File: config.mk
export PLATFORM = sky130hd
export DESIGN_NAME = neurram_reg_readback
export DESIGN_NICKNAME = d
export VERILOG_FILES = /design/src/rtl/neurram_pkg.sv /design/src/rtl/neurram_spi_clk_gen.sv /design/src/rtl/neurram_reg_readback.sv
export SDC_FILE = /design/constraint.sdc
export NUM_CORES = 1
export LEC_CHECK = 0
export CAP_MARGIN = 20
export CORE_UTILIZATION = 58
export CTS_BUF_LIST = sky130_fd_sc_hd__clkbuf_8
export CTS_CLUSTER_DIAMETER = 120
export DETAILED_ROUTE_END_ITERATION = 8
export HOLD_SLACK_MARGIN = 0.15
export PLACE_DENSITY = 0.82
export SYNTH_ARGS = -nofsm -noshare
export SYNTH_HDL_FRONTEND = slang
export SYNTH_SLANG_ARGS = --single-unit
export TNS_END_PERCENT = 50
File: constraint.sdc
create_clock -name clk -period 4.2 [get_ports clk]
set_input_delay 0.84 -clock clk [delete_from_list [all_inputs] [get_ports clk]]
set_output_delay 0.84 -clock clk [all_outputs]
set_load 0.02 [all_outputs]
File: src/rtl/neurram_pkg.sv
// rtl/neurram_pkg.sv - shared state encoding and chain constants for the NeuRRAM readback path
package neurram_pkg;

  typedef enum logic [2:0] {
    READBACK_IDLE   = 3'd0,
    READBACK_CLK_LO = 3'd1,
    READBACK_CLK_HI = 3'd2,
    READBACK_PUSH   = 3'd3,
    READBACK_DONE   = 3'd4
  } readback_state_t;

  localparam logic CHAIN0 = 1'b0;
  localparam logic CHAIN1 = 1'b1;

  localparam int READBACK_WORD_W = 32;

endpackage

File: src/rtl/neurram_spi_clk_gen.sv
// rtl/neurram_spi_clk_gen.sv - registered shift-clock generator with phase strobes and stall hold
module neurram_spi_clk_gen
  import neurram_pkg::*;
#(
  parameter int CLK_DIV = 4
) (
  input  logic       clk,
  input  logic       rst,
  input  logic       en,
  input  logic       hold,
  input  logic       sel,
  output logic [1:0] spi_clk,
  output logic       phase_end,
  output logic       rise,
  output logic       fall
);

  localparam int PH_W = (CLK_DIV > 1) ? $clog2(CLK_DIV) : 1;

  logic [PH_W-1:0] ph_cnt;
  logic            run;
  logic            level;

  assign run       = en && !hold;
  assign level     = spi_clk[0] | spi_clk[1];
  assign phase_end = run && (ph_cnt == PH_W'(CLK_DIV - 1));
  assign rise      = phase_end && !level;
  assign fall      = phase_end && level;

  // Idle or stalled: phase restarts from zero with the clock parked low.
  always_ff @(posedge clk or posedge rst) begin
    if (rst) begin
      ph_cnt  <= '0;
      spi_clk <= 2'b00;
    end else if (!run) begin
      ph_cnt  <= '0;
      spi_clk <= 2'b00;
    end else if (phase_end) begin
      ph_cnt  <= '0;
      spi_clk <= (sel == CHAIN1) ? {!level, 1'b0} : {1'b0, !level};
    end else begin
      ph_cnt  <= ph_cnt + 1'b1;
    end
  end

endmodule

File: src/rtl/neurram_reg_readback.sv
// rtl/neurram_reg_readback.sv - shifts one NeuRRAM chain out over spi_clk/sdo and packs it into words
// Define NEURRAM_READBACK_PARITY_EN to add the parity output (XOR of all bits read).
module neurram_reg_readback
  import neurram_pkg::*;
#(
  parameter int CLK_DIV = 4,
  parameter int WORD_W  = READBACK_WORD_W,
  parameter int CNT_W   = 16
) (
  input  logic              clk,
  input  logic              rst,
  input  logic              start,
  input  logic              chain_sel,
  input  logic [CNT_W-1:0]  num_bits,
  input  logic [1:0]        sdo_in,
  output logic [1:0]        spi_clk_out,
  output logic [WORD_W-1:0] word_data,
  output logic              word_valid,
  input  logic              word_ready,
  output logic              busy,
  output logic              done
`ifdef NEURRAM_READBACK_PARITY_EN
  ,
  output logic              parity
`endif
);

  localparam int WC_W = $clog2(WORD_W + 1);

  readback_state_t   state_q, state_d;
  logic              sel_q;
  logic [CNT_W-1:0]  num_q, bit_cnt, bit_cnt_inc;
  logic [WC_W-1:0]   word_cnt, word_cnt_inc;
  logic [WORD_W-1:0] shreg, shreg_nx;
  logic              sdo_bit, last_bit, word_full, all_read;
  logic              clk_hold, phase_end, rise, fall;

  assign sdo_bit      = (sel_q == CHAIN0) ? sdo_in[0] : sdo_in[1];
  assign bit_cnt_inc  = bit_cnt + {{(CNT_W-1){1'b0}}, 1'b1};
  assign word_cnt_inc = word_cnt + {{(WC_W-1){1'b0}}, 1'b1};
  assign shreg_nx     = {shreg[WORD_W-2:0], sdo_bit};
  assign last_bit     = (bit_cnt_inc == num_q);
  assign word_full    = (word_cnt_inc == WC_W'(WORD_W));
  assign all_read     = (bit_cnt == num_q);
  assign busy         = (state_q != READBACK_IDLE);
  assign done         = (state_q == READBACK_DONE);
  assign clk_hold     = (state_q == READBACK_PUSH) || (state_q == READBACK_DONE);

  neurram_spi_clk_gen #(.CLK_DIV(CLK_DIV)) u_clk_gen (
    .clk       (clk),
    .rst       (rst),
    .en        (busy),
    .hold      (clk_hold),
    .sel       (sel_q),
    .spi_clk   (spi_clk_out),
    .phase_end (phase_end),
    .rise      (rise),
    .fall      (fall)
  );

  always_ff @(posedge clk or posedge rst) begin
    if (rst) state_q <= READBACK_IDLE;
    else     state_q <= state_d;
  end

  always_comb begin
    state_d = state_q;
    case (state_q)
      READBACK_IDLE:   if (start) state_d = (num_bits == '0) ? READBACK_DONE : READBACK_CLK_LO;
      READBACK_CLK_LO: if (rise) state_d = READBACK_CLK_HI;
      READBACK_CLK_HI: if (phase_end) state_d = (word_full || last_bit) ? READBACK_PUSH : READBACK_CLK_LO;
      READBACK_PUSH:   if (word_ready) state_d = all_read ? READBACK_DONE : READBACK_CLK_LO;
      READBACK_DONE:   state_d = READBACK_IDLE;
      default:         state_d = READBACK_IDLE;
    endcase
  end

  // sdo is sampled on the last high cycle, while the chip still holds it stable.
  always_ff @(posedge clk or posedge rst) begin
    if (rst) begin
      sel_q      <= CHAIN0;
      num_q      <= '0;
      bit_cnt    <= '0;
      word_cnt   <= '0;
      shreg      <= '0;
      word_data  <= '0;
      word_valid <= 1'b0;
    end else begin
      case (state_q)
        READBACK_IDLE: begin
          if (start) begin
            sel_q    <= chain_sel;
            num_q    <= num_bits;
            bit_cnt  <= '0;
            word_cnt <= '0;
            shreg    <= '0;
          end
        end
        READBACK_CLK_HI: begin
          if (fall) begin
            shreg    <= shreg_nx;
            bit_cnt  <= bit_cnt_inc;
            word_cnt <= word_cnt_inc;
            if (word_full || last_bit) begin
              word_data  <= shreg_nx;
              word_valid <= 1'b1;
            end
          end
        end
        READBACK_PUSH: begin
          if (word_ready) begin
            word_valid <= 1'b0;
            word_cnt   <= '0;
            shreg      <= '0;
          end
        end
        default: ;
      endcase
    end
  end

`ifdef NEURRAM_READBACK_PARITY_EN
  always_ff @(posedge clk or posedge rst) begin
    if (rst) begin
      parity <= 1'b0;
    end else if (state_q == READBACK_IDLE && start) begin
      parity <= 1'b0;
    end else if (state_q == READBACK_CLK_HI && fall) begin
      parity <= parity ^ sdo_bit;
    end
  end
`endif

endmodule
==> results of run 1 <==
## final timing paths
check / from / to / depth (start not counted)
setup / recovery: bit_cnt[0] / word_data[28] / 9
hold / removal: u_clk_gen.ph_cnt[0] / u_clk_gen.ph_cnt[0] / 1
setup reg to reg: bit_cnt[0] / word_data[28] / 9
hold reg to reg: u_clk_gen.ph_cnt[0] / u_clk_gen.ph_cnt[0] / 1
max in group asynchronous: rst / shreg[18] / 3
min in group asynchronous: rst / word_cnt[5] / 2
## layout make-up
cell class,count,area share
multi-input cells,359,0.391
well taps,108,0.0219
inverters,7,0.00466
clock buffers,9,0.0201
flip-flops and latches,110,0.446
clock inverters,5,0.0109
repair buffers,64,0.106
## layer usage
layer  share of wire  wire, um  global-route usage  vias up
met5               0         0                   0        -
met4           0.011       119              0.0769        0
met3           0.047       521              0.0544       15
met2            0.50      5540               0.392       96
met1            0.44      4940               0.353     1956
li1                -         -                   -     1873
## flip-flops by register name (all words and copies together) (netlist names)
signal	flops
word_data	32
shreg	31
bit_cnt	16
num_q	16
word_cnt	6
state_q	3
u_clk_gen.ph_cnt	2
u_clk_gen.spi_clk	2
sel_q	1
word_valid	1
## cells in the final DEF (no fill, tap or decap), types with 4 or more instances in the layout
| cell | instances |
|---|---|
| inv_1 | 5 |
| xnor2_1 | 15 |
| nand2_1 | 81 |
| a21oi_1 | 9 |
| nand3_1 | 9 |
| nor3_1 | 10 |
| o41ai_1 | 4 |
| and4_1 | 4 |
| mux2_2 | 21 |
| o21ai_0 | 53 |
| and3_1 | 8 |
| mux2_4 | 20 |
| nand2b_1 | 8 |
| nand4_1 | 14 |
| mux2_1 | 9 |
| nor2_1 | 22 |
| clkdlybuf4s50_1 | 59 |
| a31oi_1 | 6 |
| clkbuf_8 | 9 |
| nor4_1 | 5 |
| o211ai_1 | 4 |
| xor2_1 | 10 |
| or3_1 | 11 |
| dfrtp_1 | 110 |
## worst max-delay path: stages (launching register included)
cell	delay [ns]
dfrtp_1	0.46
ha_1	0.29
nand3_2	0.17
or3_1	0.41
a2111o_1	0.42
nor4_2	0.34
nand2_1	0.14
o22ai_4	0.47
buf_12	0.28
mux2_2	0.35
## power breakdown
| group | total [uW] | switching (uW) | internal [uW] |
|---|---|---|---|
| Sequential | 1310 | 130 | 1170 |
| Clock | 638 | 360 | 278 |
| Combinational | 817 | 488 | 329 |
## logic make-up after synthesis
kind of cell    synth area share
buf+inv                   0.0335
flops                      0.516
fa+ha+maj                0.00704
xor+xnor                  0.0410
compound gates             0.108
simple gates               0.169
mux                        0.125
## metrics by stage
stage	power (uW)	instances	util	cell area, sq um	setup WS [ns]
floorplan	1920	507	-	5340	0.458
global placement	2110	648	0.679	5980	0.791
detailed placement	2140	648	0.679	5980	0.712
CTS	2770	662	0.701	6170	0.744
global route	2920	662	0.701	6170	0.493
finish	2760	662	0.701	6170	0.734
==> results.json, run 1 <==
{
  "status": "finished, violations left",
  "violations": "design-rule violations",
  "rrSetupSlack_ns": 0.73,
  "synth_top_area_share": 0.516,
  "ys_seq_area_frac": 0.516,
  "hold_buffers": 0,
  "multi_input_area_sq_um": 2410,
  "setup_violations": 0,
  "vias": 3940,
  "wire_per_inst_um": 16.8,
  "fmax_mhz": 288,
  "synth-seq-cells": 110,
  "grt_max_degree": 75,
  "io_pins": 60,
  "grt_util_all_layers": 0.251,
  "seqCellArea_sq_um": 2750,
  "synth_cell_types": 51,
  "crit_path_start_kind": "flip-flop",
  "synth_area_sq_um": 5340,
  "critPathCaptureType": "flip-flop",
  "cts_tree": "yes",
  "synth_nets": 533,
  "rows": 34,
  "insertedDiodeCount": 0,
  "cts_buffers": 9,
  "cp_max_fo": 21,
  "dieArea_sq_um": 9590,
  "die_y_um": 97.9,
  "finalWirelength_mm": 11.1,
  "relSlewSlack": 0.274,
  "setup_tns_ns": 0,
  "drc": 1,
  "grt_setup_unrepaired": "no",
  "cellPowerDensity_nw_per_um2": 447,
  "critPathKind": "reg -> reg",
  "core_area_sq_um": 8810,
  "grt_overflow_total": 0,
  "viasPerCell": 5.95,
  "grt_pass1_wl_mm": 19.2,
  "die_x_um": 97.9,
  "ys_top_cells_by_count": "110 x dfrtp_1, 81 x nand2_1, 53 x o21ai_0, 24 x nor2_1",
  "drive_above_1_share": 0.126,
  "cts_resized": 0,
  "clock_latency_ns": 0.37,
  "holdWs_ns": 0.444,
  "clk_pin_slew_ns": 0.10,
  "syn_avg_cell_area_sq_um": 10.5,
  "slew_viol_final": 0,
  "antenna_found_initial": 0,
  "grt_pass1_vias": 3888,
  "hpwlAfterDp_mm": 7.73,
  "drtAntennaViolNets": 0,
  "worst_pin_slew_ns": 1.09,
  "fillers": 617,
  "leakage_uw": 0.00259,
  "clockBufferDepth": 2,
  "drt_iter0_drc": 203,
  "syn_to_final_growth_pct": 15.7,
  "clkSinkCount": 110,
  "synth_area_leader_cell": "dfrtp_1",
  "synth_top_flop_cell": "dfrtp_1",
  "ir_worst_vdd_mv": 0.315,
  "cts_setup_buffers": 0,
  "synthTopCellsByArea": "dfrtp_1 52%, nand2_1 5.7%, mux2_4 5.6%",
  "routabilityCongestion": 0.942,
  "fin_crit_ns": 3.47,
  "maxCapViolations": 0,
  "worstPathArrival_ns": 3.71,
  "finalHoldViolCount": 0,
  "crit_required_ns": 4.45,
  "drtPass1Iterations": 7,
  "root_buffer": "clkbuf_8",
  "synthArstFlopShare": 1.00,
  "fin_nets": 577,
  "htreeDepth": 3,
  "synthMostInstantiatedCell": "dfrtp_1",
  "syn_inst": 507,
  "yosysWarnings": 0,
  "synth_edf_count": 0,
  "period_share": 0.825,
  "fin_worst_skew_ns": 0.0186,
  "start_util": 0.606,
  "portBuffers": 59,
  "hold_class": "reg -> reg"
}
(Power assumes the default switching activity.)
==> run 2: changes to the inputs <==
--- a/config.mk
+++ b/config.mk
@@ -6,12 +6,12 @@
 export NUM_CORES = 1
 export LEC_CHECK = 0
 export CAP_MARGIN = 20
-export CORE_UTILIZATION = 58
+export CORE_UTILIZATION = 53
 export CTS_BUF_LIST = sky130_fd_sc_hd__clkbuf_8
 export CTS_CLUSTER_DIAMETER = 120
 export DETAILED_ROUTE_END_ITERATION = 8
 export HOLD_SLACK_MARGIN = 0.15
-export PLACE_DENSITY = 0.82
+export PLACE_DENSITY = 0.79
 export SYNTH_ARGS = -nofsm -noshare
 export SYNTH_HDL_FRONTEND = slang
 export SYNTH_SLANG_ARGS = --single-unit
==> constraint.sdc (replaced) <==
create_clock -name clk -period 2.8 [get_ports clk]
set_input_delay 0.56 -clock clk [delete_from_list [all_inputs] [get_ports clk]]
set_output_delay 0.56 -clock clk [all_outputs]
set_load 0.02 [all_outputs]
==> results.json, run 2 (synthesized netlist as in run 1, its figures left out) <==
{
  "switching_share": 0.356,
  "die_x_um": 102,
  "hold_buffers": 0,
  "crit_path_start_kind": "flip-flop",
  "dp_slack_ns": 0.0322,
  "relSlewSlack": 0.532,
  "largest_register": "word_data",
  "reg.largest.list": "word_data: 32 flops, shreg: 31 flops",
  "status": "completed",
  "min_delay_worst_endpoint": "u_clk_gen.ph_cnt[0]",
  "setup_violations": 0,
  "critPathKind": "reg -> reg",
  "largest_reg_flops": 32,
  "power_frac_comb": 0.307,
  "grt_util_all_layers": 0.241,
  "viasPerCell": 5.71,
  "drtPass1Iterations": 5,
  "worst_pin_slew_ns": 0.701,
  "seqCellArea_sq_um": 2760,
  "seqPwrFrac": 0.449,
  "stdcell_area_sq_um": 6540,
  "ir_worst_vdd_mv": 0.477,
  "htreeDepth": 3,
  "pwr-share-clk": 0.243,
  "cp_max_fo": 8,
  "layout_commonest_cell": "dfrtp_1",
  "cellPowerDensity_nw_per_um2": 660,
  "drtAntennaViolNets": 0,
  "routabilityCongestion": 0.939,
  "insertedDiodeCount": 0,
  "fmax_mhz": 372,
  "vias": 4094,
  "finalHoldViolCount": 0,
  "cts_buffers": 9,
  "fin_ws_ns": 0.112,
  "drc": 0,
  "clk_pin_slew_ns": 0.10,
  "rrSetupSlack_ns": 0.11,
  "multi_input_area_sq_um": 2420,
  "leakage_uw": 0.00277,
  "grt_max_degree": 71,
  "r2r-start": "bit_cnt[0]",
  "start_util": 0.546,
  "dieArea_sq_um": 10500,
  "slew_viol_final": 0,
  "period_share": 0.960,
  "rows": 36,
  "fillers": 752,
  "p_sw_uw": 1540,
  "core_area_sq_um": 9770,
  "p_int_uw": 2780,
  "finalPower_uw": 4320,
  "cts_tree": "yes",
  "hold_depth": 1,
  "hp-start": "u_clk_gen.ph_cnt[0]",
  "wire_per_inst_um": 16.8,
  "drt_iter0_drc": 210,
  "clkSinkCount": 110,
  "grt_pass1_wl_mm": 19.2,
  "grt_pass1_vias": 3963,
  "maxCapViolations": 0,
  "critPathCaptureType": "flip-flop",
  "fin_crit_ns": 2.69,
  "r2r_cells": 10,
  "portBuffers": 59,
  "hpwlAfterDp_mm": 8.26,
  "dpl_cell_area_sq_um": 6230,
  "layout_common_cells": "108 x dfrtp_1, 81 x nand2_1, 59 x clkdlybuf4s50_1",
  "clock_latency_ns": 0.38,
  "r2r-end": "word_data[28]",
  "worstPathArrival_ns": 2.96,
  "clockBufferDepth": 2,
  "finalWirelength_mm": 12.0,
  "drive_above_1_share": 0.178,
  "hold_class": "reg -> reg",
  "syn_to_final_growth_pct": 22.7,
  "antenna_found_initial": 0,
  "die_y_um": 102,
  "grt_overflow_total": 0,
  "fin_nets": 605,
  "fin_worst_skew_ns": 0.0172,
  "root_buffer": "clkbuf_8",
  "setup_tns_ns": 0,
  "io_pins": 60,
  "crit_required_ns": 3.07
}
[run 2: what timing repair did]
action / in CTS / in global routing
setup buffers: 0 / 2
resized for setup: 0 / 7
setup endpoints to repair: 0 / 32
[run 2: how the worst max path moves through the flow]
stage	endpoint	depth (start not counted)	start	slack, ns
finish	word_data[28]	10	bit_cnt[0]	0.11
global route	word_data[29]	10	bit_cnt[0]	-0.02
detailed placement	word_data[28]	9	bit_cnt[0]	0.03
CTS	word_data[28]	9	bit_cnt[0]	0.005
floorplan	word_data[10]	9	bit_cnt[0]	-0.05
global placement	word_data[30]	9	bit_cnt[0]	0.07
[run 2: power by group through the flow]
stage                     registers [uW]  logic (uW)  clock network, uW
final                               1940        1330               1050
after global routing                1960        1460               1120
after CTS                           1940        1310               1060
after detailed placement            1970        1310                  0
after global placement              1960        1270                  0
after floorplan                     1910         970                  0
[run 2: final cells by class]
cell class                 count  area share
clock inverter                 5      0.0115
clock buffer                  11      0.0231
timing repair buffer          92       0.144
multi-input combinational    359       0.370
sequential                   110       0.421
tap                          133      0.0254
inverter                       7     0.00459
[run 2: per-layer routing]
layer	GRT usage	wire, um
met5	0	0
met4	0.0736	181
met3	0.0527	571
met2	0.398	5910
met1	0.320	5380
[run 2: critical path: stages, from the launching register on]
cell and delay [ns]:
dfrtp_1 0.37, buf_4 0.15, nand4_1 0.18, nor4b_1 0.49, xnor2_1 0.19, nor4_4 0.30, nand2_1 0.13, o22ai_4 0.14
buf_6 0.15, buf_12 0.14, mux2_2 0.33
[run 2: stage by stage]
stage | util | hold WS [ns] | std cells
after floorplan | - | 0.415 | 507
after global placement | 0.637 | 0.426 | 697
after detailed placement | 0.637 | 0.438 | 697
after CTS | 0.661 | 0.453 | 713
after global routing | 0.669 | 0.471 | 717
final | 0.669 | 0.450 | 717
